===== src/rtl/mem_responder.sv =====
// Word-array memory responder with fixed access latency and req/ack handshake.
// Optional misaligned-access detection is enabled by defining MEM_MISALIGN_CHECK_EN.
module mem_responder #(
    parameter int ADDR_BITS = 6,
    parameter int LATENCY   = 3
) (
    input  logic        clk,
    input  logic        reset,
    input  logic        req,
    input  logic        we,
    input  logic [31:0] addr,
    input  logic [31:0] wdata,
    output logic [31:0] rdata,
    output logic        ack,
    output logic        busy,
    output logic        err,
    output logic [1:0]  state_dbg
);

    typedef enum logic [1:0] {
        S_IDLE = 2'd0,
        S_WAIT = 2'd1,
        S_ACK  = 2'd2
    } state_t;

    localparam logic [3:0] CNT_INIT = 4'(LATENCY - 1);

    state_t                 state_q, state_d;
    logic [3:0]             cnt_q, cnt_d;
    logic                   we_q, we_d;
    logic [ADDR_BITS-1:0]   idx_q, idx_d;
    logic [31:0]            wdata_q, wdata_d;
    logic                   mis_q, mis_d;
    logic [31:0]            rdata_q, rdata_d;
    logic                   ack_q, ack_d;
    logic                   busy_q, busy_d;
    logic                   err_q, err_d;

    logic [31:0] mem [2**ADDR_BITS];

    logic accept;
    logic finish;
    logic mem_wr;
    logic req_mis;
    logic unused_addr_bits;

    assign accept = (state_q == S_IDLE) && req;
    // The access happens on the edge that leaves WAIT, i.e. E_LATENCY.
    assign finish = (state_q == S_WAIT) && (cnt_q == 4'd0);

`ifdef MEM_MISALIGN_CHECK_EN
    assign req_mis = (addr[1:0] != 2'b00);
`else
    assign req_mis = 1'b0;
`endif

    // Upper address bits alias; low bits only matter with misalignment checking.
    assign unused_addr_bits = ^{addr[31:ADDR_BITS+2], addr[1:0]};

    always_ff @(posedge clk) begin
        if (reset) begin
            state_q <= S_IDLE;
        end else begin
            state_q <= state_d;
        end
    end

    always_comb begin
        state_d = state_q;
        case (state_q)
            S_IDLE:  if (req) state_d = S_WAIT;
            S_WAIT:  if (cnt_q == 4'd0) state_d = S_ACK;
            S_ACK:   state_d = S_IDLE;
            default: state_d = S_IDLE;
        endcase
    end

    always_comb begin
        cnt_d   = cnt_q;
        we_d    = we_q;
        idx_d   = idx_q;
        wdata_d = wdata_q;
        mis_d   = mis_q;
        rdata_d = rdata_q;
        ack_d   = 1'b0;
        busy_d  = busy_q;
        err_d   = err_q;
        if (accept) begin
            we_d    = we;
            idx_d   = addr[ADDR_BITS+1:2];
            wdata_d = wdata;
            mis_d   = req_mis;
            cnt_d   = CNT_INIT;
            busy_d  = 1'b1;
        end else if (state_q == S_WAIT) begin
            if (cnt_q != 4'd0) begin
                cnt_d = cnt_q - 4'd1;
            end else begin
                ack_d  = 1'b1;
                busy_d = 1'b0;
                err_d  = mis_q;
                // Read-before-write: a write returns the word's previous contents.
                rdata_d = mis_q ? 32'h0 : mem[idx_q];
            end
        end
    end

    always_ff @(posedge clk) begin
        if (reset) begin
            cnt_q   <= 4'd0;
            we_q    <= 1'b0;
            idx_q   <= '0;
            wdata_q <= 32'h0;
            mis_q   <= 1'b0;
            rdata_q <= 32'h0;
            ack_q   <= 1'b0;
            busy_q  <= 1'b0;
            err_q   <= 1'b0;
        end else begin
            cnt_q   <= cnt_d;
            we_q    <= we_d;
            idx_q   <= idx_d;
            wdata_q <= wdata_d;
            mis_q   <= mis_d;
            rdata_q <= rdata_d;
            ack_q   <= ack_d;
            busy_q  <= busy_d;
            err_q   <= err_d;
        end
    end

    // Memory is never cleared; reset only suppresses a pending commit.
    assign mem_wr = finish && we_q && !mis_q && !reset;

    always_ff @(posedge clk) begin
        if (mem_wr) begin
            mem[idx_q] <= wdata_q;
        end
    end

    assign rdata     = rdata_q;
    assign ack       = ack_q;
    assign busy      = busy_q;
    assign err       = err_q;
    assign state_dbg = state_q;

endmodule

===== config.mk =====
export PLATFORM = sky130hd
export DESIGN_NAME = mem_responder
export DESIGN_NICKNAME = d
export VERILOG_FILES = /design/src/rtl/mem_responder.sv
export SDC_FILE = /design/constraint.sdc
export NUM_CORES = 2
export LEC_CHECK = 0
export ABC_AREA = 1
export CAP_MARGIN = 0
export CORE_ASPECT_RATIO = 0.5
export CORE_UTILIZATION = 45
export CTS_BUF_LIST = sky130_fd_sc_hd__clkbuf_16
export DETAILED_ROUTE_END_ITERATION = 12
export PLACE_DENSITY = 0.56
export SETUP_SLACK_MARGIN = 0.5
export SYNTH_ARGS = -nofsm -noshare
export SYNTH_HDL_FRONTEND = slang
export SYNTH_SLANG_ARGS = --single-unit

===== constraint.sdc =====
create_clock -name clk -period 8 [get_ports clk]
set_clock_uncertainty 0.05 [all_clocks]
set_input_delay 1.2 -clock clk [delete_from_list [all_inputs] [get_ports clk]]
set_output_delay 1.2 -clock clk [all_outputs]
set_load 0.02 [all_outputs]

Yosys cells after proc, flatten, opt, wreduce, memory -nomap -nowiden

Memory sizes are Yosys's and may differ from the RTL's. A register that Yosys moved wholly into a read port is not among the register bits.
Cells that the tools add are included.

Flip-flop bits (word level): 47
RAM bits: 2048
Input bits: 68
Output and inout bits: 37
Word-level logic and storage cells: 46
Memories: 1

Memory list:

| name | depth | width | rd ports | clocked after Yosys merged registers in | write ports | line | source |
|---|---|---|---|---|---|---|---|
| mem  | 64    | 32    | 1        | 1                                       | 1           | 39   | `logic [31:0] mem [2**ADDR_BITS];` |

Add/sub/neg operators: 1
Equality and inequality tests: 4
Multiplexer cells: 12
Bitwise logic cells: 3
Reductions and logical operators: 17

Operators with widths:

| cell                                             | count |
|---|---|
| 2-to-1 mux 2 bit                                 | 5 |
| AND reduction 2 bit                              | 4 |
| 2-to-1 mux 1 bit                                 | 6 |
| inequality test 2 bit, second input constant     | 3 |
| logical AND 1 bit                                | 4 |
| logical NOT 4 bit                                | 1 |
| one-hot mux 2 bit (2 select lines)               | 1 |
| nonzero test 2 bit                               | 2 |
| nonzero test 4 bit                               | 1 |
| subtractor 4 x 1 -> 4 bit, second input constant | 1 |
| inverter 1 bit                                   | 3 |
| AND reduction 3 bit                              | 1 |
| OR reduction 3 bit                               | 1 |
| == test 2 x 1 -> 1 bit, second input constant    | 1 |
| logical NOT 2 bit                                | 1 |
| OR reduction 2 bit                               | 1 |
| logical NOT 1 bit                                | 1 |

Depth between registers and ports, before layout

Depth after elaboration: 6
Gate-level depth with buffers: 11
Mapped depth without buffers: 10

Least setup slack after synthesis

Ideal clock, no wire load.

Path type: in2reg
Start point: input reset
End point: memory mem[0][0], enable pin
Setup time: 421 ps
Arrival time: 3047 ps
Data required time: 7529 ps
Path slack: 4481 ps
Stages: 3
Path buffers: 0
Path through: nor2_2 nand3_1 nor2_1

Cells in the longest elaborated chain, start to end: 4

Ends and longest elaborated chain:

| item                                   | line | source |
|---|---|---|
| start, declared                        | 8    | `input logic reset,` |
| logical NOT 1 bit                      | 133  | `assign mem_wr = finish && we_q && !mis_q && !reset;` |
| logical AND 1 bit                      | 133  |  |
| 2-to-1 mux 1 bit                       | 136  | `if (mem_wr) begin` |
| 2-to-1 mux 1 bit (not written as such) | 137  | `mem[idx_q] <= wdata_q;` |
| end, declared                          | 39   |  |

Every way passes these cells.

Worst setup path after layout

Start point: register cnt_q[1]
End point: memory mem[25][18], enable pin

Cells in the longest elaborated chain, start to end: 6

Ends and longest elaborated chain:

| item                                   | line | source |
|---|---|---|
| start, declared                        | 29   | `logic [3:0] cnt_q, cnt_d;` |
| start signal, assigned                 | 120  | `cnt_q <= cnt_d;` |
| logical NOT 4 bit                      | 49   | `assign finish = (state_q == S_WAIT) && (cnt_q == 4'd0);` |
| logical AND 1 bit                      | 49   |  |
| logical AND 1 bit (2 in a row)         | 133  |  |
| 2-to-1 mux 1 bit                       | 136  |  |
| 2-to-1 mux 1 bit (not written as such) | 137  |  |

Every way passes these cells.

==> metrics.csv <==
metric,value,unit
"Worst Setup Slack, final",3120,ps
final setup violation count,0,
type of the worst min-delay path,flop to flop,
post-synthesis sequential area ratio,71.3,%
highest-count cells in the layout ignoring fill and taps,"edfxtp_1, nand2_1, inv_1",
ANT nets after route,0,
DP Worst Slack,2530,ps
CTS resizes,0,
max-slew violation count,0,
CP endpoint kind,flop,
Slew HR,10.2,%
Boundary Pins,105,
CTS Hold Buffers Added,0,
post-DP HPWL,130,mm
Core Footprint,194000,um^2
P_leak,39.6,nW
# fillers,16900,
cell count after synthesis,8010,
met3 WL post-DR,19.1,mm
postcts setup bufs,0,
post-route cell area,98400,um^2
Die Y,315,um
Ys Warns,0,
worst-path maximum fanout,19,
Worst VDD drop,0.000174,V
DR WL met2,102,mm
final hold violation count,0,
DR pass1 iterations,5,
actual slew at the worst max-slew pin,1340,ps
CTS Buffer Depth,4,
number of global-route vias before repair,50700,
post-route insts no fill,10800,
drt total wl,235,mm
GPL Wtd Cong,0.816,
CP required,8460,ps
Worst-path clk slew,60,ps
grt ovf,0,
Final min period,4880,ps
critical path arrival,5340,ps
Clock Sinks,2127,
P&R area growth vs syn,11.3,%
initial antenna violation count,16,
clk_lat worst skew,850,ps
CTS tree,done,
MaxCap Viol Count,0,
RSZ-0062 raised after global routing,false,
Nets,8113,
fmax,205,MHz
PD cells,237,nW/um^2
DRC errors left,0,
largest net degree at the start of global routing,199,
Setup TNS,0,ps
"most common cell after layout, fill and taps aside",edfxtp_1,
post-route clock period utilization,61.0,%
first-pass GRT wire length,341,mm
IO Port Bufs,77,
Final Core Density,50.7,%
Starting Density,45.5,%
Rows,114,
Avg Vias per Cell,5.07,
area occupied by multi-input gates,19400,um^2
Met1 Routed Length,109,mm
CTS buffer count,197,
die area,198000,um^2
post-synthesis cell type count,26,
die width,629,um
layout cells sized above 1,10.1,%
WS Path Type,flop to flop,
vias,54900,
Routed wire per std cell,21.7,um
Syn Area/Cell,11.0,um^2
highest routed layer,met4,
All-Layer GR Usage,23.5,%
DRT iter0 DRCs,5398,
status,finished clean,
Area after DPL,92600,um^2
FF+latch area,63100,um^2
Synth Net Count,8079,
Critical Path Source Type,flop,
htree depth,4,
placed cell count,10500,
post-synthesis register bit count,2127,
clk root buf,clkbuf_16,
Mapped Area,88400,um^2
[worst max-delay path, cell delays in order (launching register included)]
cell,delay [ps]
dfxtp_1,300
inv_1,90
ha_1,170
inv_1,50
nor3_1,240
inv_1,120
nor2_4,100
nand2_1,60
nor2_2,530
nand3_1,1100
nor2_4,1240
buf_4,430
[per-layer routing]
layer  up-vias  GRT usage [%]
met5         -              0
met4         0           5.39
met3       294           5.24
met2      1551           35.6
met1     26700           34.6
li1      26300              -
[logic make-up (layout without fill, tap and decap cells)]
kind of cell / after synthesis / after routing / synth area share [%]
other: 1 / 10 / 0.00424
buffers and inverters: 1628 / 1814 / 7.32
adder cells (fa/ha/maj): 1 / 1 / 0.0141
flip-flops: 2127 / 2127 / 71.3
AND/OR/NAND/NOR: 3593 / 3593 / 17.2
AO/OA/AOI/OAI: 660 / 660 / 4.17
[layout make-up]
| cell class | count | share of cell area (%) |
|---|---|---|
| Sequential cell | 2127 | 64.1 |
| Multi-Input combinational cell | 4255 | 19.8 |
| Antenna cell | 9 | 0.0229 |
| Timing Repair Buffer | 221 | 2.09 |
| Clock inverter | 148 | 0.762 |
| Tap cell | 2610 | 3.32 |
| Inverter | 1242 | 4.75 |
| Clock buffer | 203 | 5.16 |
[cell usage after synthesis, drive strengths merged]
| library cell | number | area share (%) |
|---|---|---|
| a21oi | 41 | 0.23 |
| a221oi | 1 | 0.0099 |
| buf | 273 | 1.6 |
| clkbuf | 113 | 0.48 |
| clkinv | 1 | 0.0042 |
| conb | 1 | 0.0042 |
| dfxtp | 79 | 1.8 |
| edfxtp | 2048 | 70 |
| ha | 1 | 0.014 |
| inv | 1241 | 5.3 |
| nand2 | 1918 | 8.1 |
| nand3 | 690 | 3.9 |
| nor2 | 654 | 2.8 |
| nor3 | 10 | 0.057 |
| nor3b | 1 | 0.0085 |
| o211ai | 151 | 1.3 |
| o21ai | 467 | 2.6 |
| or2 | 320 | 2.3 |
[sequential cells by signal, indices dropped and copies added, names as in the netlist]
register   count
busy           1
ack            1
cnt_q          4
rdata         32
we_q           1
state_dbg      2
idx_q          6
wdata_q       32
mem         2048
[path summary, 6_finish.rpt]
path | endpoint | depth (start not counted) | from | slack, ps
max | mem[25][18]$_DFFE_PP_ | 11 | cnt_q[1]$_SDFFE_PP0P_ | 3120
min reg2reg | busy$_SDFFE_PP0P_ | 2 | busy$_SDFFE_PP0P_ | 430
max reg2reg | mem[25][18]$_DFFE_PP_ | 11 | cnt_q[1]$_SDFFE_PP0P_ | 3120
min | busy$_SDFFE_PP0P_ | 2 | busy$_SDFFE_PP0P_ | 430
[through the flow]
step                total power [W]  hold slack (ps)
global route                 0.0240              450
floorplan                    0.0138              399
finish                       0.0233              427
global placement             0.0147              406
CTS                          0.0234              426
detailed placement           0.0147              410
[report_power, final]
group	switching, W	total, W	internal (W)
Clock	0.00410	0.00883	0.00473
Sequential	0.0000574	0.0124	0.0124
Combinational	0.00153	0.00200	0.000468
No activity file was read; power rests on OpenSTA's default activity.
